File: src/rtl/calc_op_sequencer.sv
// calc_op_sequencer: multi-cycle controller that runs one calculator
// instruction at a time against the shared register bank. It fetches
// operands through the single bank read port, computes the result in a
// small internal ALU and writes it back through the bank write port.
//
// Handshake: an instruction is accepted on a rising edge where start=1
// and busy=0; op/rd/ra/rb/imm are sampled only on that edge. start while
// busy=1 is dropped, not queued. done and rf_we pulse together for one
// cycle, and busy falls on the edge that ends that cycle.
module calc_op_sequencer #(
    parameter  int DATA_W = 8,
    parameter  int NREGS  = 8,
    localparam int ADDR_W = $clog2(NREGS)
) (
    input  logic              clk,
    input  logic              reset,
    input  logic              start,
    input  logic [2:0]        op,
    input  logic [ADDR_W-1:0] rd,
    input  logic [ADDR_W-1:0] ra,
    input  logic [ADDR_W-1:0] rb,
    input  logic [DATA_W-1:0] imm,
    output logic [ADDR_W-1:0] rf_raddr,
    input  logic [DATA_W-1:0] rf_rdata,
    output logic              rf_we,
    output logic [ADDR_W-1:0] rf_waddr,
    output logic [DATA_W-1:0] rf_wdata,
    output logic              busy,
    output logic              done,
    output logic              err,
    output logic              zero,
    output logic              carry,
    output logic [2:0]        state_dbg
);

    // Instruction opcodes
    localparam logic [2:0] OP_ADD   = 3'd0;
    localparam logic [2:0] OP_SUB   = 3'd1;
    localparam logic [2:0] OP_AND   = 3'd2;
    localparam logic [2:0] OP_OR    = 3'd3;
    localparam logic [2:0] OP_LOADI = 3'd4;
    localparam logic [2:0] OP_MOV   = 3'd5;

    typedef enum logic [2:0] {
        IDLE   = 3'd0,
        READ_A = 3'd1,
        READ_B = 3'd2,
        EXEC   = 3'd3,
        WRITE  = 3'd4
    } state_t;

    state_t            state;
    logic [2:0]        op_q;
    logic [ADDR_W-1:0] rd_q;
    logic [ADDR_W-1:0] rb_q;
    logic [DATA_W-1:0] imm_q;
    logic [DATA_W-1:0] a_q;
    logic [DATA_W-1:0] b_q;
    logic [DATA_W-1:0] res_q;

    logic [DATA_W-1:0] alu_res;
    logic              alu_carry;
    logic [DATA_W:0]   alu_wide;

    assign state_dbg = state;

    // ALU: result and carry/borrow for the latched op and operands
    always_comb begin
        alu_wide  = '0;
        alu_res   = '0;
        alu_carry = 1'b0;
        case (op_q)
            OP_ADD: begin
                alu_wide  = {1'b0, a_q} + {1'b0, b_q};
                alu_res   = alu_wide[DATA_W-1:0];
                alu_carry = alu_wide[DATA_W];
            end
            OP_SUB: begin
                // the extra top bit of the wide difference is the borrow (A<B)
                alu_wide  = {1'b0, a_q} - {1'b0, b_q};
                alu_res   = alu_wide[DATA_W-1:0];
                alu_carry = alu_wide[DATA_W];
            end
            OP_AND:   alu_res = a_q & b_q;
            OP_OR:    alu_res = a_q | b_q;
            OP_LOADI: alu_res = imm_q;
            OP_MOV:   alu_res = a_q;
            default:  alu_res = '0;
        endcase
    end

    // Sequencer FSM with registered outputs; async reset aborts any
    // instruction, so a pending rf_we drops the moment reset rises
    always_ff @(posedge clk or posedge reset) begin
        if (reset) begin
            state    <= IDLE;
            op_q     <= '0;
            rd_q     <= '0;
            rb_q     <= '0;
            imm_q    <= '0;
            a_q      <= '0;
            b_q      <= '0;
            res_q    <= '0;
            rf_raddr <= '0;
            rf_we    <= 1'b0;
            rf_waddr <= '0;
            rf_wdata <= '0;
            busy     <= 1'b0;
            done     <= 1'b0;
            err      <= 1'b0;
            zero     <= 1'b0;
            carry    <= 1'b0;
        end else begin
            rf_we <= 1'b0;
            done  <= 1'b0;
            case (state)
                IDLE: begin
                    rf_raddr <= '0;
                    if (start) begin
                        op_q  <= op;
                        rd_q  <= rd;
                        rb_q  <= rb;
                        imm_q <= imm;
                        err   <= 1'b0;
                        case (op)
                            OP_ADD, OP_SUB, OP_AND, OP_OR, OP_MOV: begin
                                state    <= READ_A;
                                busy     <= 1'b1;
                                // address presented during READ_A
                                rf_raddr <= ra;
                            end
                            OP_LOADI: begin
                                state <= EXEC;
                                busy  <= 1'b1;
                            end
                            default: begin
                                err <= 1'b1;
                            end
                        endcase
                    end
                end
                READ_A: begin
                    a_q <= rf_rdata;
                    if (op_q == OP_MOV) begin
                        state    <= EXEC;
                        rf_raddr <= '0;
                    end else begin
                        state    <= READ_B;
                        rf_raddr <= rb_q;
                    end
                end
                READ_B: begin
                    b_q      <= rf_rdata;
                    state    <= EXEC;
                    rf_raddr <= '0;
                end
                EXEC: begin
                    // flags and write port change together, in step with done
                    res_q    <= alu_res;
                    rf_wdata <= alu_res;
                    rf_waddr <= rd_q;
                    zero     <= (alu_res == '0);
                    carry    <= alu_carry;
                    rf_we    <= 1'b1;
                    done     <= 1'b1;
                    state    <= WRITE;
                end
                WRITE: begin
                    state <= IDLE;
                    busy  <= 1'b0;
                end
                default: begin
                    state    <= IDLE;
                    busy     <= 1'b0;
                    rf_raddr <= '0;
                end
            endcase
        end
    end

endmodule

File: config.mk
export PLATFORM = sky130hd
export DESIGN_NAME = calc_op_sequencer
export DESIGN_NICKNAME = d
export VERILOG_FILES = /design/src/rtl/calc_op_sequencer.sv
export SDC_FILE = /design/constraint.sdc
export NUM_CORES = 1
export LEC_CHECK = 0
export CAP_MARGIN = 10
export CORE_MARGIN = 2
export CORE_UTILIZATION = 49
export DETAILED_ROUTE_END_ITERATION = 6
export GPL_ROUTABILITY_DRIVEN = 0
export GPL_TIMING_DRIVEN = 0
export PLACE_DENSITY = 0.77
export SYNTH_ARGS = -nofsm -noshare
export SYNTH_HDL_FRONTEND = slang
export SYNTH_SLANG_ARGS = --single-unit
File: constraint.sdc
create_clock -name clk -period 2.2 [get_ports clk]
set_input_delay 0.33 -clock clk [delete_from_list [all_inputs] [get_ports clk]]
set_output_delay 0.33 -clock clk [all_outputs]
set_load 0.02 [all_outputs]
==> metrics.yaml, run 1 <==
status:
  status: "finished with violations"
  violations: "setup timing"
worst_setup_path:
  cp_arrival_ns: 2.75
  crit_type: "reg2reg"
  critPathTopFamily: "compound AO/OA/AOI/OAI gates"
  critical_path.cell_chain: "ha_2, fa_2, a21o_1, a221oi_4, nor4_4, a2111oi_4, o31ai_2, nor3_1, a32o_1"
  critical-path-max-stage-delay_ns: 0.42
  cp.required_ns: 2.47
  crit_path_top_delay_cell: "sky130_fd_sc_hd__dfrtp_1"
  cp_num_buf_inv: 0
  crit_path_start_kind: "flop"
  timing.critical_path.to_type: "flop"
  timing.critical_path.fanout_max: 3
sta:
  setup_total_negative_slack_ns: -0.509
  finalCriticalPeriod_ns: 2.47
  report.final.hold_viol_count: 0
  tightest_pin_transition_ns: 0.709
  setup_slack_ns: -0.275
  final.period_utilization_pct: 112
  timing.final.max_slew_violations: 0
  finClkSkew_ns: 0.0111
  timing.fmax_ghz: 0.404
  finalSetupViolCount: 2
  rsz0062_at_grt: "true"
  relSlewSlack_pct: 52.5
global_route:
  largest_net_degree_at_the_start_of_global_routing: 34
  grt.overflow.total: 0
  first_global_vias: 2670
  grt.total_usage_pct: 21.7
  grt_first_pass_wirelength_um: 12800
  number_of_antenna_violations_at_the_first_check_in_global_routing: 0
pwr:
  vdd_ir_drop_max_mv: 0.896
  power.share.switching_pct: 46.8
  pwr-share-seq_pct: 25.4
  p_per_area_nw_per_um2: 1710
  fin_total_pwr_uw: 7300
  leakagePower_uw: 0.00190
  power_report.internal_total_uw: 3880
  clock_power_share_pct: 8.2
  switchingPower_uw: 3420
  share_comb_of_total_power_pct: 66.4
route:
  wl_um: 8000
  mean_routed_wirelength_per_cell_um: 15.9
  route.vias.total: 2817
  post-route-drc-count: 0
  route.detailed.vias_per_inst: 5.59
  drt.antenna.violating_nets: 0
  count_of_routing_violations_after_the_opening_detailed_route_iteration: 272
  firstDrtPassIters: 5
clock_tree:
  cts_tree: "done"
  clock_root_buffer: "sky130_fd_sc_hd__clkbuf_8"
  htree_num_levels: 2
  cts_hold_buffers: 0
  clkSlewWorstSetupHoldPaths_ns: 0.11
  clock_insertion_delay_worst_skew_ns: 0.32
  clock_sinks: 55
  max-clock-path-buffers: 2
  numCtsBuffers: 5
layout:
  num-fill-cells: 540
  layout.nets: 481
  antenna-diode-count: 0
  final_cell_area_um2: 4270
  fraction_of_the_core_area_covered_by_cells_at_the_end_of_the_flow_pct: 63.9
  area_delta_synth_final_pct: 28.4
  layout-drive-gt1-share_pct: 19.6
die:
  floorplan.initialDensity_pct: 49.8
  dieArea_um2: 7460
  fp.dieH_um: 86.4
  top_level_ports: 54
  die_w_um: 86.4
  std_cell_rows: 30
  core-area_um2: 6680
placed_design:
  placed_wire_length_estimate_after_detailed_placement_um: 5900
  dpl_worst_slack_ns: -0.261
  dpl-instance-area_um2: 3980
  count_of_port_buffers_added_during_placement: 53
logic_synthesis:
  synthDistinctLibCells: 56
  yosysWarnings: 0
  post-synth-top-area-fraction_pct: 41.4
  syn_inst: 351
  dominantRegCellSynth: "sky130_fd_sc_hd__dfrtp_1"
  synth_top_cell_by_area: "sky130_fd_sc_hd__dfrtp_1"
  synthArstFlopShare_pct: 100
  post_synth_instance_area_um2: 3320
  synth_enable_flop_cells: 0
  synth.area.top_cells: "sky130_fd_sc_hd__dfrtp_1 41%, sky130_fd_sc_hd__ha_1 9.4%, sky130_fd_sc_hd__nand2_1 6.3%"
  synth_seq_area_share_pct: 41.4
  synth.net_count: 409
  flop_and_latch_count_out_of_synthesis: 55
  mean_post_synth_cell_area_um2: 9.47
flow_run:
  number_of_maximum_capacitance_constraint_violations: 0
worst_hold_path:
  min_path_type: "in2async"
[cells in the mapped netlist, types with 3 or more instances]
cell / n
sky130_fd_sc_hd__a221oi_1: 3
sky130_fd_sc_hd__nand2b_1: 6
sky130_fd_sc_hd__mux2_2: 15
sky130_fd_sc_hd__o21bai_1: 4
sky130_fd_sc_hd__mux2i_1: 4
sky130_fd_sc_hd__xor2_1: 3
sky130_fd_sc_hd__o31ai_1: 3
sky130_fd_sc_hd__nor2_1: 13
sky130_fd_sc_hd__dfrtp_1: 55
sky130_fd_sc_hd__a211oi_1: 3
sky130_fd_sc_hd__ha_1: 25
sky130_fd_sc_hd__a21oi_1: 16
sky130_fd_sc_hd__buf_6: 3
sky130_fd_sc_hd__nor2b_1: 3
sky130_fd_sc_hd__buf_2: 7
sky130_fd_sc_hd__nor3_1: 5
sky130_fd_sc_hd__o21ai_0: 37
sky130_fd_sc_hd__clkbuf_1: 7
sky130_fd_sc_hd__a222oi_1: 4
sky130_fd_sc_hd__inv_1: 29
sky130_fd_sc_hd__o221ai_1: 3
sky130_fd_sc_hd__nand2_1: 56
sky130_fd_sc_hd__nand3_1: 4
[flip-flops by register name, indices dropped and copies added, names as in the netlist]
name / cells
rf_waddr: 3
imm_q: 8
rb_q: 3
carry: 1
rf_wdata: 8
rf_raddr: 3
zero: 1
op_q: 3
state_dbg: 3
done: 1
rd_q: 3
busy: 1
b_q: 8
a_q: 8
err: 1
[through the flow]
step | std cells | hold slack [ns]
floorplan | 351 | 0.435
global placement | 484 | 0.446
detailed placement | 485 | 0.461
CTS | 498 | 0.367
global route | 504 | 0.398
finish | 504 | 0.347
[repair_timing]
action,4_1_cts,5_1_grt
gates cloned,0,0
setup endpoints to repair,20,9
pin swaps,4,8
buffers inserted,5,6
resized for setup,10,20
[worst register-to-register path, cell delays in order (launching register included)]
cell and delay, ns:
sky130_fd_sc_hd__dfrtp_1 0.42, sky130_fd_sc_hd__ha_2 0.21, sky130_fd_sc_hd__fa_2 0.35, sky130_fd_sc_hd__a21o_1 0.21, sky130_fd_sc_hd__a221oi_4 0.39, sky130_fd_sc_hd__nor4_4 0.07
sky130_fd_sc_hd__a2111oi_4 0.31, sky130_fd_sc_hd__o31ai_2 0.15, sky130_fd_sc_hd__nor3_1 0.16, sky130_fd_sc_hd__a32o_1 0.18
[layout make-up]
cell class	instances	area (µm²)	area share (%)
Timing Repair Buffer	65	633	14.8
Multi-Input combinational cell	248	1840	43.1
Clock buffer	5	68.8	1.61
Buffer	19	110	2.58
Sequential cell	55	1380	32.3
Tap cell	80	100	2.35
Clock inverter	3	27.5	0.645
Inverter	29	111	2.61
[layout by cell type, fill, tap and decap left out, types with 5 or more instances in the layout]
| cell | netlist | final |
|---|---|---|
| sky130_fd_sc_hd__ha_1 | 25 | 22 |
| sky130_fd_sc_hd__mux2_2 | 15 | 15 |
| sky130_fd_sc_hd__a21oi_2 | 0 | 5 |
| sky130_fd_sc_hd__buf_4 | 1 | 12 |
| sky130_fd_sc_hd__nand2_1 | 56 | 55 |
| sky130_fd_sc_hd__dfrtp_1 | 55 | 53 |
| sky130_fd_sc_hd__nor2_1 | 13 | 12 |
| sky130_fd_sc_hd__clkdlybuf4s50_1 | 0 | 53 |
| sky130_fd_sc_hd__a21oi_1 | 16 | 11 |
| sky130_fd_sc_hd__clkbuf_1 | 7 | 7 |
| sky130_fd_sc_hd__o21ai_0 | 37 | 35 |
| sky130_fd_sc_hd__clkbuf_8 | 0 | 5 |
| sky130_fd_sc_hd__buf_2 | 7 | 6 |
| sky130_fd_sc_hd__nand2b_1 | 6 | 6 |
| sky130_fd_sc_hd__inv_1 | 29 | 25 |
[routing by layer]
| metal | vias up | GRT usage [%] | routed length (µm) |
|---|---|---|---|
| met3 | 12 | 3.71 | 427 |
| li1 | 1366 | - | - |
| met4 | 0 | 6.39 | 108 |
| met5 | - | 0 | 0 |
| met2 | 91 | 35.5 | 3840 |
| met1 | 1348 | 29.8 | 3620 |
[power by group through the flow]
| stage | clock network, µW | registers, µW | logic [µW] |
|---|---|---|---|
| 4_1_cts | 608 | 1870 | 4430 |
| 5_1_grt | 660 | 1920 | 5290 |
| 3_3_place_gp | 0 | 1860 | 4120 |
| 3_5_place_dp | 0 | 1890 | 4220 |
| 6_report | 597 | 1860 | 4840 |
| 2_1_floorplan | 0 | 2000 | 2870 |
[final timing paths]
path / from / to / slack, ns / depth (start not counted)
max: b_q[0] / zero / -0.27 / 9
min: reset / rd_q[1] / 0.35 / 2
max reg2reg: b_q[0] / zero / -0.27 / 9
min reg2reg: rf_wdata[6] / rf_wdata[6] / 0.48 / 2
max in group asynchronous: reset / a_q[1] / 1.29 / 3
min in group clk: rf_wdata[6] / rf_wdata[6] / 0.48 / 2
[kinds of logic (layout without fill, tap and decap cells)]
family	count (synthesis)	in the layout	synth area share, %
xor gates and xnor gates	5	5	1.32
adders and majority gates	27	27	10.6
AOI/OAI and AO/OA	95	95	19.6
DFF	55	55	41.4
buffers and inverters	48	121	6.47
muxes	19	19	6.29
and+or+nand+nor	102	102	14.3
No activity file was read; power rests on OpenSTA's default activity.
==> inputs of run 2 (changes only) <==
- CORE_UTILIZATION: 49 -> 58
- MAX_ROUTING_LAYER: unset -> met4
- PLACE_DENSITY: 0.77 -> 0.86
- clock period: 2.2 -> 3.1 ns (I/O delays scaled with it)
==> run 2 against run 1 <==
  * The run now ends clean
  * First-iteration DRC count fell by 15%
  * Clock power shrank 23%
  * Critical path depth is the same
  * Clock skew fell by 0.0039 ns
  * Setup slack better by 0.65 ns
  * Die area is 15% lower
  * Utilization is 10 points higher
  * Register-to-register slack better by 0.65 ns
  * Hold slack better by 0.14 ns
  * Fmax decreased by 9.1%
  * Cell count is 3.8% lower
  * Power fell by 34%
  * Largest power group unchanged
==> metrics.yaml, run 2 (synthesis gave the netlist of run 1 again) <==
status:
  status: "finished, final reports clean"  # was finished with violations
layout:
  layout-drive-gt1-share_pct: 10.7  # was 19.6%
  layout_common_cells: "56 x sky130_fd_sc_hd__nand2_1, 55 x sky130_fd_sc_hd__dfrtp_1, 53 x sky130_fd_sc_hd__clkdlybuf4s50_1"  # was 55 x sky130_fd_sc_hd__nand2_1, 53 x sky130_fd_sc_hd__dfrtp_1, 53 x sky130_fd_sc_hd__clkdlybuf4s50_1
  sequential_cell_area_um2: 1380  # about the same
  area_delta_synth_final_pct: 22.5  # was 28.4%
  final_cell_area_um2: 4070  # was 4270 µm²
  multi_input_comb_area_um2: 1730  # was 1840 µm²
  num-fill-cells: 432  # was 540
  antenna-diode-count: 0  # unchanged
  most_common_library_cell_in_the_layout_ignoring_fill_and_taps: "sky130_fd_sc_hd__nand2_1"  # unchanged
  fraction_of_the_core_area_covered_by_cells_at_the_end_of_the_flow_pct: 74.0  # was 63.9%
  layout.nets: 471  # was 481
worst_hold_path:
  hold_end: "rf_waddr[2]"
  timing.hold.worst.start: "rd_q[2]"
  min_path_type: "reg2reg"  # was in2async
  hold_path_depth: 2
worst_setup_path:
  cp_arrival_ns: 2.96  # was 2.75 ns
  cp_num_buf_inv: 0  # unchanged
  critical-path-max-stage-delay_ns: 0.44  # was 0.42 ns
  worstRegToRegCells: 9  # unchanged
  r2r-end: "zero"  # unchanged
  timing.critical_path.to_type: "flop"  # unchanged
  crit_type: "reg2reg"  # unchanged
  crit_path_top_delay_cell: "sky130_fd_sc_hd__fa_1"  # was sky130_fd_sc_hd__dfrtp_1
  cp.required_ns: 3.34  # was 2.47 ns
  crit_path_start_kind: "flop"  # unchanged
  setup.reg_to_reg.worst_slack_ns: 0.38  # was -0.27 ns
  critical_path.cell_chain: "ha_1, fa_1, a21o_1, a221oi_4, nor4_2, a2111oi_4, o31ai_1, nor3_1, a32o_1"  # was ha_2, fa_2, a21o_1, a221oi_4, nor4_4, a2111oi_4, o31ai_2, nor3_1, a32o_1
  worst_r2r_startpoint: "a_q[0]"  # was b_q[0]
  critPathTopFamily: "compound AO/OA/AOI/OAI gates"  # unchanged
  timing.critical_path.fanout_max: 3  # unchanged
pwr:
  power_report.internal_total_uw: 2610  # was 3880 µW
  share_comb_of_total_power_pct: 63.3  # was 66.4%
  clock_power_share_pct: 9.4  # was 8.2%
  vdd_ir_drop_max_mv: 0.729  # was 0.896 mV
  leakagePower_uw: 0.00184  # was 0.00190 µW
  p_per_area_nw_per_um2: 1190  # was 1710 nW/µm²
  switchingPower_uw: 2240  # was 3420 µW
  pwr-share-seq_pct: 27.2  # was 25.4%
  power.share.switching_pct: 46.2  # was 46.8%
clock_tree:
  post_cts_buffers: 0  # was 5
  max-clock-path-buffers: 2  # unchanged
  clkSlewWorstSetupHoldPaths_ns: 0.09  # was 0.11 ns
  htree_num_levels: 2  # unchanged
  numCtsBuffers: 5  # unchanged
  clock_sinks: 55  # unchanged
  cts_hold_buffers: 0  # unchanged
  clock_insertion_delay_worst_skew_ns: 0.30  # was 0.32 ns
  clock_root_buffer: "sky130_fd_sc_hd__clkbuf_8"  # unchanged
  cts_tree: "done"  # unchanged
  cts_repair_resize_count: 0  # was 10
sta:
  setup_total_negative_slack_ns: 0  # was -0.509 ns
  relSlewSlack_pct: 16.4  # was 52.5%
  worst_hold_slack_ns: 0.486  # was 0.347 ns
  report.final.hold_viol_count: 0  # unchanged
  tightest_pin_transition_ns: 1.24  # was 0.709 ns
  rsz0062_at_grt: "false"  # was true
  finalSetupViolCount: 0  # was 2
  final.period_utilization_pct: 87.8  # was 112%
  finalCriticalPeriod_ns: 2.72  # was 2.47 ns
  finClkSkew_ns: 0.00722  # was 0.0111 ns
  timing.fmax_ghz: 0.367  # was 0.404 GHz
  timing.final.max_slew_violations: 0  # unchanged
die:
  die_w_um: 79.7  # was 86.4 µm
  dieArea_um2: 6350  # was 7460 µm²
  top_level_ports: 54  # unchanged
  floorplan.initialDensity_pct: 60.4  # was 49.8%
  std_cell_rows: 27  # was 30
  fp.dieH_um: 79.7  # was 86.4 µm
  core-area_um2: 5510  # was 6680 µm²
placed_design:
  placed_wire_length_estimate_after_detailed_placement_um: 6030  # was 5900 µm
  dpl-instance-area_um2: 3970  # was 3980 µm²
  count_of_port_buffers_added_during_placement: 53  # unchanged
route:
  route.vias.total: 2853  # was 2817
  wl_um: 8120  # was 8000 µm
  mean_routed_wirelength_per_cell_um: 16.7  # was 15.9 µm
  post-route-drc-count: 0  # unchanged
  drt.antenna.violating_nets: 0  # unchanged
  count_of_routing_violations_after_the_opening_detailed_route_iteration: 230  # was 272
  firstDrtPassIters: 7  # was 5
  route.detailed.vias_per_inst: 5.88  # was 5.59
global_route:
  grt_use_met3_pct: 6.00  # was 3.71%
  grt.overflow.total: 0  # unchanged
  grt_util_met1_pct: 35.8  # was 29.8%
  grt_first_pass_wirelength_um: 13200  # was 12800 µm
  grt.total_usage_pct: 27.9  # was 21.7%
  first_global_vias: 2740  # was 2670
  grt_most_used_layer: "met2"  # unchanged
  met2_usage_pct: 44.7  # was 35.5%
  largest_net_degree_at_the_start_of_global_routing: 34  # unchanged
  number_of_antenna_violations_at_the_first_check_in_global_routing: 0  # unchanged
flow_run:
  number_of_maximum_capacitance_constraint_violations: 0  # unchanged
[run 2: per-stage QoR]
step	worst slack (ns)	cells	total power, µW
after floorplan	0.721	351	3440
after global placement	0.349	476	4210
after detailed placement	0.439	477	4340
after CTS	0.385	484	4820
after global routing	0.263	485	5230
final	0.378	485	4850
[run 2: area by class of cell]
type,count,area share [%]
Inverter,29,2.67
Sequential cell,55,33.8
Clock buffer,6,1.78
Tap cell,72,2.21
Buffer,19,2.61
Clock inverter,1,0.737
Multi-Input combinational cell,248,42.5
Timing Repair Buffer,55,13.6
[run 2: worst max path at each step]
stage / start / end / cells past startpoint
after floorplan: a_q[0] / zero / 9
after global placement: reset / a_q[6] / 2
after detailed placement: a_q[0] / zero / 9
after CTS: a_q[0] / zero / 9
after global routing: a_q[0] / zero / 9
final: a_q[0] / zero / 9
[run 2: power by group through the flow]
stage,Sequential [µW],Clock [µW],Combinational [µW]
2_1_floorplan,1420,0,2030
6_report,1320,458,3070
5_1_grt,1360,493,3380
4_1_cts,1320,466,3040
3_5_place_dp,1330,0,3010
3_3_place_gp,1310,0,2900
[run 2: tightest hold or removal path, cell delays in order (launching register included)]
cell and delay, ns:
sky130_fd_sc_hd__dfrtp_1 0.35, sky130_fd_sc_hd__nand2_1 0.06, sky130_fd_sc_hd__nand2_1 0.05
[run 2: metal layers]
metal / routed length, µm / vias to the layer above / share of wire, %
met5: 0 / - / 0
met4: 165 / 0 / 2.0
met3: 698 / 13 / 8.6
met2: 3800 / 127 / 47
met1: 3460 / 1371 / 43
li1: - / 1342 / -
==> patch: new RTL, flow settings as in run 1 <==
The parameter `NREGS` goes from 8 to 16.
--- a/src/rtl/calc_op_sequencer.sv
+++ b/src/rtl/calc_op_sequencer.sv
@@ -11,3 +11,3 @@
     parameter  int DATA_W = 8,
-    parameter  int NREGS  = 8,
+    parameter  int NREGS  = 16,
     localparam int ADDR_W = $clog2(NREGS)
Interface: changed (5 resized); port bits go from 54 to 59. No check against the original RTL was run, so the function may have changed too.
==> patch against run 1 <==
The flow still finishes with violations (setup timing). Non-clock buffer count grew 11. Die area grew 4.4%. Wire length grew 17%. Worst setup slack lost 0.16 ns. Cell area grew 11%. Critical path depth shrank 1. Clock power grew 110%. Area after synthesis grew 4.6%. Via count grew 9.7%. Power grew 17%. Sequential cell count grew 4. Worst hold slack lost 0.041 ns. Clock skew shrank 0.0047 ns. Critical path type unchanged. Largest cell class unchanged.
==> patch: results (changes against run 1) <==
| Metric | Value |
|---|---|
| FF-to-FF path depth | 8 (was 9) |
| Hpwl dp | 6400 um (was 5900 um) |
| Failing checks | setup timing (unchanged) |
| Detailed Route Iter0 Violations | 270 (was 272) |
| Met2 Wirelength | 4610 um (was 3840 um) |
| Syn Inst Count | 357 (was 351) |
| Cell variety after synth | 59 (was 56) |
| Register area share after synthesis | 42.4% (was 41.4%) |
| Initial DRT Pass Iterations | 7 (was 5) |
| Hold_ws | 0.306 ns (was 0.347 ns) |
| Inverters | 30 (was 29) |
| Post-DP Area | 0.00421 mm2 (was 0.00398 mm2) |
| Syn Nets | 418 (was 409) |
| Placed Cells | 512 (was 485) |
| Least-Margin Pin Slew | 0.652 ns (was 0.709 ns) |
| Total GRT Usage | 24.3% (was 21.7%) |
| Most frequent cells after synthesis | dfrtp_1 (59), nand2_1 (53), inv_1 (30), o21ai_0 (27), ha_1 (25) (was nand2_1 (56), dfrtp_1 (55), o21ai_0 (37), inv_1 (29), ha_1 (25)) |
| Area growth syn-to-layout | 36.7% (was 28.4%) |
| CTS resizes | 13 (was 10) |
| Area of the multi-input gates | 0.00196 mm2 (was 0.00184 mm2) |
| Clock slew at reported path FFs | 0.07 ns (was 0.11 ns) |
| Final setup viols | 6 (was 2) |
| Reg2reg end | rf_wdata[6]$_DFFE_PP0P_ (was zero$_DFFE_PP0P_) |
| Vias in the first global route | 2979 (was 2670) |
| Met1 track utilization from global routing | 31.1% (was 29.8%) |
| Global routing usage on met2 | 39.9% (was 35.5%) |
| Met3 usage | 4.94% (was 3.71%) |
| Non-clock buffers, area share | 17.6% (was 17.4%) |
| Num CTS Buffers | 9 (was 5) |
| Count of multi-input gates | 249 (was 248) |
| Non-CTS buffers | 95 (was 84) |
| Postcts setup bufs | 7 (was 5) |
| Largest net degree at the start of global routing | 40 (was 34) |
| Outcome | finished with violations (unchanged) |
| Wire length on met1 | 3910 um (was 3620 um) |
| Leakage | 0.00213 uW (was 0.00190 uW) |
| Clk tree area frac | 5.21% (was 2.26%) |
| Skew final | 0.00646 ns (was 0.0111 ns) |
| DR vias | 3089 (was 2817) |
| H-tree lvl count | 3 (was 2) |
| Ranking of synthesized cells by area | dfrtp_1 (42%), ha_1 (9.0%), mux2_2 (6.5%) (was dfrtp_1 (41%), ha_1 (9.4%), nand2_1 (6.3%)) |
| Peak supply drop | 0.834 mV (was 0.896 mV) |
| WL met3 | 642 um (was 427 um) |
| Fill count | 513 (was 540) |
| Final worst slack | -0.439 ns (was -0.275 ns) |
| Aggregate routed wire length | 9340 um (was 8000 um) |
| Port bufs | 58 (was 53) |
| Proportion of layout cells with a drive suffix above 1 | 21.6% (was 19.6%) |
| Worst skew pair latency | 0.35 ns (was 0.32 ns) |
| Finished Layout Cells | 545 (was 504) |
| Setup WS pre-CTS | -0.582 ns (was -0.261 ns) |
| Reg area | 0.00148 mm2 (was 0.00138 mm2) |
| #FFs+latches synth | 59 (was 55) |
| Setup TNS | -1.17 ns (was -0.509 ns) |
[patch: cell count changes in the layout (fill, tap and decap cells not counted), sizes merged, moves of 4 or more]
| cell | before | now |
|---|---|---|
| mux2 | 15 | 21 |
| dfrtp | 55 | 59 |
| clkbuf | 14 | 20 |
| a21o | 2 | 7 |
| buf | 22 | 26 |
| clkdlybuf4s50 | 53 | 58 |
| o21ai | 37 | 28 |
| nor3b | 1 | 6 |
[patch: logic make-up after synthesis]
kind of cell | Yosys count | share of synthesized area [%]
simple gates | 106 | 14.8
mux | 23 | 7.48
fa+ha+maj | 27 | 10.1
compound gates | 89 | 17.8
flops | 59 | 42.4
buf+inv | 49 | 6.33
xor+xnor | 4 | 1.01
[patch: power groups by stage]
stage | registers [uW] | logic (uW) | clock network (uW)
after detailed placement | 2030 | 4270 | 0
after global routing | 2080 | 5680 | 1290
after floorplan | 2150 | 2830 | 0
final | 2020 | 5280 | 1240
after global placement | 1990 | 4180 | 0
after CTS | 2010 | 4630 | 1250
